File: config.mk
export PLATFORM = sky130hd
export DESIGN_NAME = rsa_operand_loader
export DESIGN_NICKNAME = d
export VERILOG_FILES = /design/src/rtl/rsa_operand_loader.sv
export SDC_FILE = /design/constraint.sdc
export NUM_CORES = 1
export LEC_CHECK = 0
export ABC_AREA = 1
export CAP_MARGIN = 10
export CORE_AREA = 8 8 120 122
export CTS_BUF_LIST = sky130_fd_sc_hd__clkbuf_2 sky130_fd_sc_hd__clkbuf_4 sky130_fd_sc_hd__clkbuf_8
export CTS_CLUSTER_DIAMETER = 80
export DETAILED_ROUTE_END_ITERATION = 6
export DIE_AREA = 0 0 128 130
export PLACE_DENSITY = 0.75
export REMOVE_ABC_BUFFERS = 1
export SETUP_SLACK_MARGIN = 0.05
export SLEW_MARGIN = 10
export SYNTH_ARGS = -nofsm -noshare
export SYNTH_HDL_FRONTEND = slang
export SYNTH_SLANG_ARGS = --single-unit
File: constraint.sdc
create_clock -name clk -period 8.8 [get_ports clk]
set_clock_uncertainty 0.1 [all_clocks]
set_input_delay 2.64 -clock clk [delete_from_list [all_inputs] [get_ports clk]]
set_output_delay 2.64 -clock clk [all_outputs]
set_load 0.02 [all_outputs]
File: src/rtl/rsa_operand_loader.sv
// Purpose : reads one operand block (message / key / modulus) from the 256x32
//           operand SRAM and streams it to the RSA datapath.
// Latency : start at T -> first read at T+1, first out_valid at T+2, word k at
//           T+2+k with out_ready high, done one cycle after the last handshake.
// Backpr. : at most two words in flight (SRAM output + 2-entry buffer); reads
//           stall while buffer occupancy + inflight read reaches 2.
// Ports   : clk/rst (async active-high); start/sel command; busy/done/err status;
//           sram_en/sram_addr/sram_data read port; out_valid/out_ready/out_data/
//           out_idx/out_last word stream.
module rsa_operand_loader #(
  parameter int         WORDS    = 64,
  parameter logic [7:0] MSG_BASE = 8'd0,
  parameter logic [7:0] KEY_BASE = 8'd64,
  parameter logic [7:0] MOD_BASE = 8'd128
) (
  input  logic        clk,
  input  logic        rst,
  input  logic        start,
  input  logic [1:0]  sel,
  output logic        busy,
  output logic        done,
  output logic        err,
  output logic        sram_en,
  output logic [7:0]  sram_addr,
  input  logic [31:0] sram_data,
  output logic        out_valid,
  input  logic        out_ready,
  output logic [31:0] out_data,
  output logic [5:0]  out_idx,
  output logic        out_last
);

  localparam logic [6:0] WORDS_C  = 7'(WORDS);
  localparam logic [6:0] LAST_C   = 7'(WORDS - 1);
  localparam logic [5:0] LAST_IDX = LAST_C[5:0];

  typedef enum logic [1:0] {S_IDLE, S_FETCH, S_DRAIN, S_DONE} state_t;

  state_t      r_state, w_next;
  logic [7:0]  r_base;
  logic [6:0]  r_icnt;
  logic [6:0]  r_acnt;
  logic        r_inflight;
  logic [5:0]  r_iidx;
  logic [1:0]  r_cnt;
  logic [31:0] r_q0_dat, r_q1_dat;
  logic [5:0]  r_q0_idx, r_q1_idx;
  logic        r_err;

  logic        w_accept;
  logic        w_issue;
  logic        w_hs;
  logic        w_push;
  logic        w_pop;
  logic        w_empty;
  logic [7:0]  w_sel_base;

  assign w_accept = (r_state == S_IDLE) && start && (sel != 2'd3);
  assign w_empty  = (r_cnt == 2'd0);

  // The inflight read occupies a slot: it will land in the buffer unless it
  // is consumed straight off the SRAM output in the capture cycle.
  assign w_issue = (r_state == S_FETCH) && (r_icnt < WORDS_C) &&
                   (({1'b0, r_cnt} + {2'b0, r_inflight}) < 3'd2);

  assign sram_en   = w_issue;
  assign sram_addr = w_issue ? (r_base + {1'b0, r_icnt}) : 8'd0;

  // With the buffer empty the word arriving from SRAM is presented directly,
  // which is what gives first out_valid one cycle after the first read.
  assign out_valid = !w_empty || r_inflight;
  assign out_data  = !w_empty ? r_q0_dat : (r_inflight ? sram_data : 32'd0);
  assign out_idx   = !w_empty ? r_q0_idx : (r_inflight ? r_iidx : 6'd0);
  assign out_last  = out_valid && (out_idx == LAST_IDX);

  assign w_hs   = out_valid && out_ready;
  assign w_push = r_inflight && !(w_hs && w_empty);
  assign w_pop  = w_hs && !w_empty;

  assign err = r_err;

  always_comb begin
    w_sel_base = MSG_BASE;
    case (sel)
      2'd1:    w_sel_base = KEY_BASE;
      2'd2:    w_sel_base = MOD_BASE;
      default: w_sel_base = MSG_BASE;
    endcase
  end

  always_comb begin
    w_next = r_state;
    busy   = 1'b0;
    done   = 1'b0;
    case (r_state)
      S_IDLE: begin
        if (w_accept) w_next = S_FETCH;
      end
      S_FETCH: begin
        busy = 1'b1;
        if (w_issue && (r_icnt == LAST_C)) w_next = S_DRAIN;
      end
      S_DRAIN: begin
        busy = 1'b1;
        if (w_hs && (r_acnt == LAST_C)) w_next = S_DONE;
      end
      S_DONE: begin
        done   = 1'b1;
        w_next = S_IDLE;
      end
      default: w_next = S_IDLE;
    endcase
  end

  always_ff @(posedge clk or posedge rst) begin
    if (rst) begin
      r_state    <= S_IDLE;
      r_base     <= 8'd0;
      r_icnt     <= 7'd0;
      r_acnt     <= 7'd0;
      r_inflight <= 1'b0;
      r_iidx     <= 6'd0;
      r_err      <= 1'b0;
    end else begin
      r_state    <= w_next;
      r_err      <= (r_state == S_IDLE) && start && (sel == 2'd3);
      r_inflight <= w_issue;
      if (w_issue) r_iidx <= r_icnt[5:0];
      if (w_accept) begin
        r_base <= w_sel_base;
        r_icnt <= 7'd0;
        r_acnt <= 7'd0;
      end else begin
        if (w_issue) r_icnt <= r_icnt + 7'd1;
        if (w_hs)    r_acnt <= r_acnt + 7'd1;
      end
    end
  end

  // 2-entry buffer, q0 is the head. Simultaneous push/pop keeps occupancy
  // and shifts q1 forward so ordering is preserved.
  always_ff @(posedge clk or posedge rst) begin
    if (rst) begin
      r_cnt    <= 2'd0;
      r_q0_dat <= 32'd0;
      r_q0_idx <= 6'd0;
      r_q1_dat <= 32'd0;
      r_q1_idx <= 6'd0;
    end else begin
      case ({w_push, w_pop})
        2'b11: begin
          if (r_cnt == 2'd1) begin
            r_q0_dat <= sram_data;
            r_q0_idx <= r_iidx;
          end else begin
            r_q0_dat <= r_q1_dat;
            r_q0_idx <= r_q1_idx;
            r_q1_dat <= sram_data;
            r_q1_idx <= r_iidx;
          end
        end
        2'b10: begin
          if (r_cnt == 2'd0) begin
            r_q0_dat <= sram_data;
            r_q0_idx <= r_iidx;
          end else begin
            r_q1_dat <= sram_data;
            r_q1_idx <= r_iidx;
          end
          r_cnt <= r_cnt + 2'd1;
        end
        2'b01: begin
          r_q0_dat <= r_q1_dat;
          r_q0_idx <= r_q1_idx;
          r_cnt    <= r_cnt - 2'd1;
        end
        default: ;
      endcase
    end
  end

endmodule

## Word-level counts from Yosys, hierarchy flattened

Cells that the tools add are included.

- Bits in registers: 110
- Latch bits: 0
- Memory bits (writable): 0
- ROM bits: 0
- Output and inout port bits: 52
- Logic and storage cells: 95
- Memories kept: 0

- $add $sub $neg: 6
- Multiply operators: 0
- Divide/modulo/power cells: 0
- Order comparisons: 2
- Equality and inequality tests: 20
- Shift operators: 0
- Mux-type cells: 29
- Bitwise logic cells: 0
- Reductions and logical operators: 26

Operators with widths:

| kind | number |
|---|---|
| 32-bit two-way mux | 6 |
| 32-bit case mux with 3 select lines | 1 |
| 32-bit case mux with 2 select lines | 1 |
| 6-bit two-way mux | 6 |
| 7-bit two-way mux | 4 |
| 6-bit case mux with 3 select lines | 1 |
| 8-bit case mux with 2 select lines | 1 |
| 7-bit by 1-bit adder with 7-bit output, second input constant | 2 |
| 7-bit by 6-bit equality test with 1-bit output, second input constant | 2 |
| 2-bit equality test, second input constant | 6 |
| 1-bit logical AND | 12 |
| 2-bit inequality test, second input constant | 6 |
| 6-bit case mux with 2 select lines | 1 |
| 8-bit by 7-bit adder with 8-bit output | 1 |
| 2-bit by 1-bit equality test with 1-bit output, second input constant | 4 |
| 8-bit two-way mux | 1 |
| 2-bit case mux with 4 select lines | 1 |
| 2-bit nonzero test | 4 |
| 7-bit less-than comparator, second input constant | 1 |
| 6-bit equality test, second input constant | 1 |
| 2-bit two-way mux | 3 |
| 3-bit AND reduction | 2 |
| 2-bit logical NOT | 2 |
| 2-bit case mux with 2 select lines | 1 |
| 11 further kinds | 13 |

## Longest topological paths before layout

- Depth in word-level cells: 10
- Depth in mapped cells: 10

## Worst setup path before layout

No wires, ideal clock.

- Kind: input port to output port
- Start: in sram_data[10]
- End: out out_data[10]
- Arrival: 3.024 ns
- Setup slack: 3.036 ns
- Cell stages on the path: 2
- Path buffers: 0
- Path through: inv_1 > o22ai_1

- Longest elaborated chain between the ends: 2

Ends and longest elaborated chain:

| element | line | source |
|---|---|---|
| start: declaration | 25 | `input logic [31:0] sram_data,` |
| 32-bit two-way mux (2 in series) | 72 | `assign out_data = !w_empty ? r_q0_dat : (r_inflight ? sram_data : 32'd0);` |
| end: declaration | 28 | `output logic [31:0] out_data,` |

Every way passes these cells.

## Worst setup path in the final report

- Start: in sram_data[23]
- End: out out_data[23]

Same word-level chain as after synthesis.

==> run metrics <==
R2R setup slack 5980 ps; Max Fclk about 150 MHz; Avg Cell Area, Syn 8.59 um^2; floorplan die width 128 um; Post-CTS Setup Bufs 0; Crit path max-delay family buffers and inverters; number of global-route vias before repair around 4,500; Port Buffers 89; Cell variety after synth 35; number of max-slew violations in the final report 0; total gr overflow 0; Die Y 130 um; kind of critical path input port to primary output; clock-pin slew of the registers on the worst-case setup and hold paths 90 ps; Final Setup Violations 0; CP Launch Type input port; worst vdd ir 226 uV; Critical Path RT 6060 ps; Lkg Pwr 3.19 nW; Hold Fails Final Rpt 0; ANT nets after route 0; post_cts resized 0; share of layout cells above drive strength 1 11.0%; Yosys reg bits 104; Worst Path Buf+Inv 3; post-DP HPWL ~8.7 mm; crit-path most repeated cell clkdlybuf4s50_1; Max Cap Violations 0; vias 4,560; min cycle time layout 6790 ps; Starting Density between 40 and 50%; cell row count 41; PD cells between 300 and 400 nW/um^2; Ant. Diodes 0; number of CTS-inserted buffers 9; Hold-fix buffers, CTS 0; Hold Path Class register to register; TritonCTS clock tree yes; Fillers roughly 1,100; TritonRoute pass-1 iters 4; CORE AREA approximately 12,000 um^2; H-tree lvl count 3; Routed WL 13.2 mm; Final Util 53.4%; slowest stage cell, crit path clkdlybuf4s50_1; Least-Margin Pin Slew 1030 ps; max_slew headroom a little under a third; All-Layer GR Usage around 16%; Die Area approximately 17,000 um^2; crit path cell chain clkdlybuf4s50_1 > inv_1 > o22ai_1 > clkdlybuf4s50_1; Sink Count 104; crit path DAT 4050 ps; Via density 5.12; CP Capture Type primary output; Critical Path Max Stage Delay roughly 670 ps; DR iter-0 viols approximately 290; I/O Pins 90; unrepaired setup endpoints after global routing false; Final #Nets 762; crit share post-route 77.1%; Yosys warning count 0; DR WL/cell ~15 um; root buffer cell clkbuf_8; DRC Markers 0; Cells after Synth 643; clock latency reported for the late side of the worst-skew pair approximately 370 ps; Setup TNS 0 ps; synthesized area 5520 um^2; pin count of the biggest net entering global routing 77; Syn-to-layout area delta 20.1%; routability congestion estimate approximately 0.77; outcome finished, final reports clean; sequential element share of the synthesized area 47.1%; Clock Path Buffers 2; initial antenna violation count 0; critical path peak fanout 2; first-pass GRT wire length 21.7 mm
[cell usage in the layout (no fill, tap or decap), types with 5 or more instances in the layout]
master,netlist,layout
a21oi_1,5,5
buf_4,6,5
clkbuf_8,0,12
clkdlybuf4s50_1,0,89
dfrtp_1,104,104
ha_1,10,10
inv_1,138,137
inv_2,5,5
nand2_1,110,110
nand3_1,14,14
nand4_1,7,7
nor2_1,27,27
nor3_1,5,5
o211ai_1,6,6
o211ai_2,33,32
o21ai_0,21,21
o21ai_1,55,55
o21ai_2,11,10
o21bai_1,5,5
o22ai_1,37,37
[report_power, final]
group          internal, mW  leakage [nW]  switching (mW)
logic                 0.458          1.75           0.734
clock network         0.132        0.0995           0.161
registers             0.663          1.34          0.0930
[synth_stat cells (all sizes together)]
master	number	share of area, %
xor2	2	0.32
o21bai	5	0.68
xnor2	1	0.16
a21oi	6	0.61
o211ai	39	8.3
a31oi	1	0.11
nor3	6	0.63
o22ai	37	4.2
buf	24	3.9
nor2	28	1.9
a21o	1	0.14
o31ai	2	0.27
ha	10	2.3
or2	1	0.11
nand4	7	0.79
nand2	113	7.8
o21ai	87	8.6
dfrtp	104	47
nand3	15	1.5
and3	1	0.11
clkbuf	10	0.68
inv	143	9.7
[per-layer routing]
| layer | GRT usage [%] | share of wire [%] | wire length [um] |
|---|---|---|---|
| met5 | 0 | 0 | 0 |
| met4 | 6.71 | 1.5 | 191 |
| met3 | 3.75 | 5.7 | 753 |
| met2 | 26.4 | 46 | 6100 |
| met1 | 20.3 | 47 | 6130 |
[worst min-delay path, stage by stage, from the launching register on]
cell	delay [ps]
dfrtp_1	360
nand2_1	50
o21ai_0	60
[path summary, 6_finish.rpt]
| check | from | to | depth (start not counted) |
|---|---|---|---|
| setup / recovery | sram_data[23] | out_data[23] | 4 |
| hold / removal | r_q1_dat[0] | r_q1_dat[0] | 2 |
| setup reg to reg | r_cnt[1] | r_q0_dat[24] | 8 |
| hold reg to reg | r_q1_dat[0] | r_q1_dat[0] | 2 |
| max in group asynchronous | rst | r_q1_dat[13] | 3 |
| min in group asynchronous | rst | r_acnt[1] | 2 |
[per-stage QoR]
| stage | instances | hold slack [ps] | power, mW | cell area [um^2] | setup slack (ps) |
|---|---|---|---|---|---|
| 3_3_place_gp | 875 | 366 | 1.92 | 6430 | 2020 |
| 3_5_place_dp | 875 | 374 | 1.97 | 6430 | 2010 |
| 4_1_cts | 891 | 398 | 2.26 | 6630 | 2010 |
| 6_report | 891 | 396 | 2.24 | 6630 | 2010 |
| 5_1_grt | 891 | 429 | 2.43 | 6630 | 1950 |
| 2_1_floorplan | 609 | 353 | 1.54 | 5270 | 2960 |
[cells by family (layout without fill, tap and decap cells)]
logic type	count (synthesis)	after routing	synth area share [%]
AO/OA/AOI/OAI	178	178	22.9
XOR/XNOR	3	3	0.476
adder cells (fa/ha/maj)	10	10	2.27
buffers and inverters	177	253	14.3
flip-flops	104	104	47.1
AND/OR/NAND/NOR	171	171	12.9
[flip-flops by register name, indices dropped and copies added (netlist names)]
| signal | flops |
|---|---|
| r_inflight | 1 |
| r_q0_idx | 6 |
| r_iidx | 6 |
| r_q0_dat | 32 |
| r_state | 2 |
| r_base | 2 |
| r_icnt | 7 |
| r_cnt | 2 |
| err | 1 |
| r_q1_dat | 32 |
| r_acnt | 7 |
| r_q1_idx | 6 |
[final cells by class]
cell class / count / area [um^2] / share of cell area [%]
Clock buffer: 14 / 180 / 2.72
Sequential cell: 104 / 2600 / 39.3
Multi-Input combinational cell: 362 / 2150 / 32.4
Inverter: 143 / 539 / 8.14
Clock inverter: 2 / 12.5 / 0.189
Tap cell: 172 / 215 / 3.25
Timing Repair Buffer: 94 / 928 / 14.0
Note: power is estimated with default switching activity, not from simulation.
